**config.mk**
```make
export PLATFORM = sky130hd
export DESIGN_NAME = sort_result_serializer_flat
export DESIGN_NICKNAME = d
export VERILOG_FILES = /design/src/rtl/sort_result_serializer_if.sv /design/src/rtl/sort_result_serializer.sv /design/src/flat_wrapper.sv
export SDC_FILE = /design/constraint.sdc
export NUM_CORES = 1
export LEC_CHECK = 0
export CAP_MARGIN = 20
export CORE_AREA = 2 2 80 82
export CTS_BUF_LIST = sky130_fd_sc_hd__clkbuf_2 sky130_fd_sc_hd__clkbuf_4 sky130_fd_sc_hd__clkbuf_8
export CTS_CLUSTER_SIZE = 28
export DETAILED_ROUTE_END_ITERATION = 7
export DIE_AREA = 0 0 82 84
export PLACE_DENSITY_LB_ADDON = 0.25
export SLEW_MARGIN = 10
export SYNTH_ARGS = -nofsm -noshare
export SYNTH_HDL_FRONTEND = slang
export SYNTH_SLANG_ARGS = --single-unit
export TNS_END_PERCENT = 30
```
**constraint.sdc**
```tcl
create_clock -name clk -period 4.55 [get_ports clk]
set_input_delay 1.365 -clock clk [delete_from_list [all_inputs] [get_ports clk]]
set_output_delay 1.365 -clock clk [all_outputs]
set_load 0.02 [all_outputs]
```
**src/rtl/sort_result_serializer_if.sv**
```systemverilog
// Handshake bundle between the sorter, the serializer and the byte-wide link:
// triple input, serialized output and frame status.
interface sort_result_serializer_if #(
    parameter int DATA_W = 8,
    parameter int CNT_W  = 16
);
    logic              in_valid;
    logic              in_ready;
    logic [DATA_W-1:0] max_i;
    logic [DATA_W-1:0] med_i;
    logic [DATA_W-1:0] min_i;
    logic              out_valid;
    logic              out_ready;
    logic [DATA_W-1:0] out_data;
    logic              out_last;
    logic [CNT_W-1:0]  frame_cnt;
    logic              order_err;

    modport slave (
        input  in_valid, max_i, med_i, min_i, out_ready,
        output in_ready, out_valid, out_data, out_last, frame_cnt, order_err
    );

    modport master (
        output in_valid, max_i, med_i, min_i, out_ready,
        input  in_ready, out_valid, out_data, out_last, frame_cnt, order_err
    );
endinterface

```
**src/rtl/sort_result_serializer.sv**
```systemverilog
// Serializes sorted triples {max,med,min} into a byte stream, one value per beat.
// Optional feature: define ORDER_CHECK_EN to flag (sticky) any unsorted triple.
module sort_result_serializer #(
    parameter int DATA_W    = 8,
    parameter bit ASCENDING = 1'b1,
    parameter int CNT_W     = 16
) (
    input  logic                     clk,
    input  logic                     rst,
    sort_result_serializer_if.slave  bus
);
    localparam int TRI_W = 3 * DATA_W;

    typedef enum logic [1:0] {
        ST_IDLE = 2'd0,
        ST_B0   = 2'd1,
        ST_B1   = 2'd2,
        ST_B2   = 2'd3
    } state_t;

    // Triples are packed as {max, med, min}; idx is the beat slot 0..2.
    function automatic logic [DATA_W-1:0] slot_sel(input logic [TRI_W-1:0] t,
                                                   input logic [1:0]       idx);
        logic [DATA_W-1:0] r;
        case (idx)
            2'd0:    r = ASCENDING ? t[DATA_W-1:0] : t[TRI_W-1 -: DATA_W];
            2'd1:    r = t[2*DATA_W-1 -: DATA_W];
            default: r = ASCENDING ? t[TRI_W-1 -: DATA_W] : t[DATA_W-1:0];
        endcase
        return r;
    endfunction

    state_t             state_r, state_s;
    logic [TRI_W-1:0]   act_r, act_s;
    logic [TRI_W-1:0]   pend_r, pend_s;
    logic               pend_full_r, pend_full_s;
    logic               in_ready_r;
    logic               out_valid_r, out_valid_s;
    logic [DATA_W-1:0]  out_data_r, out_data_s;
    logic               out_last_r, out_last_s;
    logic [CNT_W-1:0]   cnt_r, cnt_s;
    logic [TRI_W-1:0]   in_tri_s;
    logic               accept_s;
    logic               beat_done_s;

    assign in_tri_s    = {bus.max_i, bus.med_i, bus.min_i};
    assign accept_s    = bus.in_valid && in_ready_r;
    assign beat_done_s = out_valid_r && bus.out_ready;

    // Next-state, storage and registered-output computation.
    always_comb begin
        state_s     = state_r;
        act_s       = act_r;
        pend_s      = pend_r;
        pend_full_s = pend_full_r;
        out_valid_s = out_valid_r;
        out_data_s  = out_data_r;
        out_last_s  = out_last_r;
        cnt_s       = cnt_r;
        case (state_r)
            ST_IDLE: begin
                if (accept_s) begin
                    act_s       = in_tri_s;
                    state_s     = ST_B0;
                    out_valid_s = 1'b1;
                    out_data_s  = slot_sel(in_tri_s, 2'd0);
                    out_last_s  = 1'b0;
                end else begin
                    out_valid_s = 1'b0;
                end
            end
            ST_B0, ST_B1: begin
                if (beat_done_s) begin
                    state_s    = (state_r == ST_B0) ? ST_B1 : ST_B2;
                    out_data_s = slot_sel(act_r, (state_r == ST_B0) ? 2'd1 : 2'd2);
                    out_last_s = (state_r == ST_B1);
                end else begin
                    state_s = state_r;
                end
                if (accept_s) begin
                    pend_s      = in_tri_s;
                    pend_full_s = 1'b1;
                end else begin
                    pend_full_s = pend_full_r;
                end
            end
            ST_B2: begin
                if (beat_done_s) begin
                    cnt_s = cnt_r + {{(CNT_W-1){1'b0}}, 1'b1};
                    // A waiting triple (pending first, then live input) keeps the stream gapless.
                    if (pend_full_r) begin
                        act_s       = pend_r;
                        pend_full_s = 1'b0;
                        state_s     = ST_B0;
                        out_data_s  = slot_sel(pend_r, 2'd0);
                        out_last_s  = 1'b0;
                    end else if (accept_s) begin
                        act_s      = in_tri_s;
                        state_s    = ST_B0;
                        out_data_s = slot_sel(in_tri_s, 2'd0);
                        out_last_s = 1'b0;
                    end else begin
                        state_s     = ST_IDLE;
                        out_valid_s = 1'b0;
                        out_last_s  = 1'b0;
                    end
                end else if (accept_s) begin
                    pend_s      = in_tri_s;
                    pend_full_s = 1'b1;
                end else begin
                    state_s = ST_B2;
                end
            end
            default: begin
                state_s     = ST_IDLE;
                out_valid_s = 1'b0;
                out_last_s  = 1'b0;
            end
        endcase
    end

    // State, storage and output registers.
    always_ff @(posedge clk or posedge rst) begin
        if (rst) begin
            state_r     <= ST_IDLE;
            act_r       <= {TRI_W{1'b0}};
            pend_r      <= {TRI_W{1'b0}};
            pend_full_r <= 1'b0;
            in_ready_r  <= 1'b1;
            out_valid_r <= 1'b0;
            out_data_r  <= {DATA_W{1'b0}};
            out_last_r  <= 1'b0;
            cnt_r       <= {CNT_W{1'b0}};
        end else begin
            state_r     <= state_s;
            act_r       <= act_s;
            pend_r      <= pend_s;
            pend_full_r <= pend_full_s;
            in_ready_r  <= !pend_full_s;
            out_valid_r <= out_valid_s;
            out_data_r  <= out_data_s;
            out_last_r  <= out_last_s;
            cnt_r       <= cnt_s;
        end
    end

    assign bus.in_ready  = in_ready_r;
    assign bus.out_valid = out_valid_r;
    assign bus.out_data  = out_data_r;
    assign bus.out_last  = out_last_r;
    assign bus.frame_cnt = cnt_r;

`ifdef ORDER_CHECK_EN
    function automatic logic order_bad(input logic [TRI_W-1:0] t);
        return !((t[TRI_W-1 -: DATA_W] >= t[2*DATA_W-1 -: DATA_W]) &&
                 (t[2*DATA_W-1 -: DATA_W] >= t[DATA_W-1:0]));
    endfunction

    logic order_err_r;

    // Sticky flag for any accepted triple that is not max>=med>=min.
    always_ff @(posedge clk or posedge rst) begin
        if (rst) begin
            order_err_r <= 1'b0;
        end else if (accept_s && order_bad(in_tri_s)) begin
            order_err_r <= 1'b1;
        end else begin
            order_err_r <= order_err_r;
        end
    end

    assign bus.order_err = order_err_r;
`else
    assign bus.order_err = 1'b0;
`endif
endmodule

```
**src/flat_wrapper.sv**
```systemverilog
// flat-port wrapper written by rule: the top's interface ports become plain ports
module sort_result_serializer_flat 
#(
    parameter int DATA_W    = 8,
    parameter bit ASCENDING = 1'b1,
    parameter int CNT_W     = 16
)
  (clk, rst, bus_in_valid, bus_max_i, bus_med_i, bus_min_i, bus_out_ready, bus_in_ready, bus_out_valid, bus_out_data, bus_out_last, bus_frame_cnt, bus_order_err);
  sort_result_serializer_if #(.DATA_W(DATA_W), .CNT_W(CNT_W)) bus_i ();
  input  logic clk;
  input  logic rst;
  input wire logic [$bits(bus_i.in_valid)-1:0] bus_in_valid;
  input wire logic [$bits(bus_i.max_i)-1:0] bus_max_i;
  input wire logic [$bits(bus_i.med_i)-1:0] bus_med_i;
  input wire logic [$bits(bus_i.min_i)-1:0] bus_min_i;
  input wire logic [$bits(bus_i.out_ready)-1:0] bus_out_ready;
  output wire logic [$bits(bus_i.in_ready)-1:0] bus_in_ready;
  output wire logic [$bits(bus_i.out_valid)-1:0] bus_out_valid;
  output wire logic [$bits(bus_i.out_data)-1:0] bus_out_data;
  output wire logic [$bits(bus_i.out_last)-1:0] bus_out_last;
  output wire logic [$bits(bus_i.frame_cnt)-1:0] bus_frame_cnt;
  output wire logic [$bits(bus_i.order_err)-1:0] bus_order_err;
  assign bus_i.in_valid = bus_in_valid;
  assign bus_i.max_i = bus_max_i;
  assign bus_i.med_i = bus_med_i;
  assign bus_i.min_i = bus_min_i;
  assign bus_i.out_ready = bus_out_ready;
  assign bus_in_ready = bus_i.in_ready;
  assign bus_out_valid = bus_i.out_valid;
  assign bus_out_data = bus_i.out_data;
  assign bus_out_last = bus_i.out_last;
  assign bus_frame_cnt = bus_i.frame_cnt;
  assign bus_order_err = bus_i.order_err;
  sort_result_serializer #(.DATA_W(DATA_W), .ASCENDING(ASCENDING), .CNT_W(CNT_W)) u_core (.clk(clk), .rst(rst), .bus(bus_i));
endmodule
```
==> results.json <==
{
  "status": "complete, no violations",
  "cap_violations": 0,
  "r2r_end": "u_core.act_r[12]",
  "setup_slack_ps": 1700,
  "synth_commonest_cells": "69 x dfrtp_1, 30 x nor2_1, 22 x mux2_2",
  "min_path_type": "flop to flop",
  "hold_path_depth": 1,
  "dr.pass1.iters": 4,
  "synth-edff-count": 0,
  "area_delta_synth_final_pct": 23.9,
  "drive_gt1_frac": 0.155,
  "synth_top_area_frac": 0.537,
  "synth_top_family_by_area": "compound AO/OA/AOI/OAI gates",
  "cts_resized": 0,
  "port_buffers": 54,
  "pre_cts_slack_ps": 1360,
  "cts.sinks": 70,
  "dpl.hpwl_um": 4770,
  "worstSetupPathType": "flop to primary output",
  "tns_ps": 0,
  "clkLatencyLatePin_ps": 330,
  "synth.cell_area_um2": 3220,
  "place.gp.congestion": 0.812,
  "worst_setup_path_end_kind": "primary output",
  "synth_seq_cells": 70,
  "rows": 29,
  "drt-total-wl_um": 6480,
  "antenna_cells": 0,
  "final_cells": 412,
  "crit_chain": "clkdlybuf4s50_1",
  "ir_drop_v": 0.000347,
  "dp_cells": 398,
  "yosysTopAreaCell": "dfrtp_1",
  "ctsHoldBuffers": 0,
  "syn_avg_cell_area_um2": 11.6,
  "die_h_um": 84,
  "r2r_cells": 5,
  "period_needed_ps": 2850,
  "finalSetupViolations": 0,
  "synth_xor_area_frac": 0.0409,
  "cp_num_buf_inv": 1,
  "synth_nets": 310,
  "finalNetCount": 365,
  "cp_slowest_cell": "clkdlybuf4s50_1",
  "routedWlPerCell_um": 15.7,
  "die_w_um": 82,
  "yosys.area_share.simple": 0.119,
  "ant_nets": 0,
  "yosysMostFrequentCell": "dfrtp_1",
  "clk_path_buf_depth": 2,
  "required_ps": 3180,
  "rsz0062_at_grt": "false",
  "powerDensity_nw_per_um2": 628,
  "setup.worst_path.start": "u_core.bus.in_ready",
  "relSlewSlack": 0.544,
  "hold_violations": 0,
  "ioPinCount": 56,
  "slowest_delay_ps": 600,
  "worstSetupStartpointType": "flop",
  "post_cts_buffers": 0,
  "path_delay_family": "buffers and inverters",
  "synth_fa_ha_area_frac": 0.0195,
  "drc": 0,
  "synth-compound-area-share": 0.129,
  "yosysSeqAreaShare": 0.545,
  "antenna_found_initial": 0,
  "skew_ps": 6.63,
  "design.die.area_um2": 6890,
  "cts_made_buffers": 9,
  "ys_top_cells_by_area": "dfrtp_1 54%, mux2_2 7.7%, mux2_1 3.9%",
  "maxSlewViolCount": 0,
  "vias_per_cell": 5.49,
  "yosys_warnings": 0,
  "critPathMaxFanout": 4,
  "timing.fmax_ghz": 0.351,
  "cts_htree_levels": 3,
  "start_util": 0.528,
  "clk_pin_slew_ps": 70,
  "grtUsageTotal": 0.209,
  "yosysUniqueCellTypes": 42,
  "endpoint": "bus_in_ready",
  "critPathArrivalTime_ps": 1490,
  "grt.overflow.total": 0,
  "tightestPinTransition_ps": 684,
  "ff2ff_setup_slack_ps": 2150,
  "fillers": 495,
  "drt_iter0_drc": 152,
  "r2r-start": "u_core.state_r[1]",
  "core_um2": 6100,
  "grt_pass1_wl_um": 11000,
  "grt_max_degree": 34,
  "async_reset_ff_frac": 1.00,
  "syn_inst": 277,
  "synth_ff_type": "dfrtp_1",
  "root_buffer": "clkbuf_8",
  "vias": 2261,
  "worstSetupPathDepth": 1,
  "cts_tree": "done",
  "power_leakage_nw": 1.68,
  "grt_pass1_vias": 2318,
  "period_share": 0.627,
  "muxShareOfSynthArea": 0.116
}
## sequential cells by signal (all words and copies together) (netlist names), named ones only
register,count
u_core.bus.out_last,1
u_core.bus.frame_cnt,16
u_core.bus.out_valid,1
u_core.bus.out_data,8
u_core.state_r,2
u_core.act_r,16
u_core.bus.in_ready,1
u_core.pend_r,24
## worst min-delay path by stage
stage / to / from
final: u_core.bus.frame_cnt[15] / u_core.bus.frame_cnt[15]
after global routing: u_core.pend_r[12] / u_core.pend_r[12]
after CTS: u_core.pend_r[18] / u_core.pend_r[18]
after detailed placement: u_core.pend_r[12] / u_core.pend_r[12]
after global placement: u_core.bus.frame_cnt[15] / u_core.bus.frame_cnt[15]
after floorplan: u_core.pend_r[10] / u_core.pend_r[10]
## area by class of cell
type | instances | area [um^2] | area share
flip-flops and latches | 70 | 1750 | 0.440
multi-input cells | 187 | 1370 | 0.343
repair buffers | 57 | 563 | 0.141
clock buffers | 13 | 173 | 0.0433
well taps | 77 | 96.3 | 0.0242
inverters | 7 | 26.3 | 0.00659
clock inverters | 1 | 5.00 | 0.00126
## per-stage QoR
step                power (mW)  utilization  cell area (um^2)  hold slack, ps
finish                    2.50        0.654              3990             482
global route              2.69        0.654              3990             506
CTS                       2.52        0.654              3990             490
detailed placement        2.07        0.625              3810             475
global placement          2.02        0.625              3810             461
floorplan                 1.77            -              3220             458
## report_power, final
group / switching, mW / leakage (nW) / internal, mW
Combinational: 0.531 / 0.731 / 0.496
Clock: 0.208 / 0.0948 / 0.242
Sequential: 0.150 / 0.850 / 0.876
Total: 0.889 / 1.68 / 1.61
## cells in the final DEF (no fill, tap or decap), drive strengths merged, types with 2 or more instances in the layout
master	instances
nor3	3
buf	3
mux2	33
inv	7
nand4	3
nand2b	4
clkdlybuf4s50	54
and2	3
nor2	30
a22oi	9
xor2	2
xnor2	13
clkbuf	13
and3	2
a221o	8
or2	2
o22ai	17
nand3	5
dfrtp	69
ha	5
o2bb2ai	2
a21oi	20
nand2	15
## per-layer routing
metal  wire [um]  vias to the layer above  GRT usage
li1            -                     1099          -
met1        2940                     1091      0.279
met2        3170                       60      0.331
met3         243                       11     0.0400
met4         131                        0     0.0894
met5           0                        -          0
## kinds of logic (layout without fill, tap and decap cells)
family                     count (synthesis)  in the layout
buffers and inverters                     20             78
muxes                                     33             33
xor gates and xnor gates                  15             15
adders and majority gates                  5              5
other                                      1              1
AOI/OAI and AO/OA                         61             61
and+or+nand+nor                           72             72
DFF                                       70             70
Note: power is estimated with default switching activity, not from simulation.
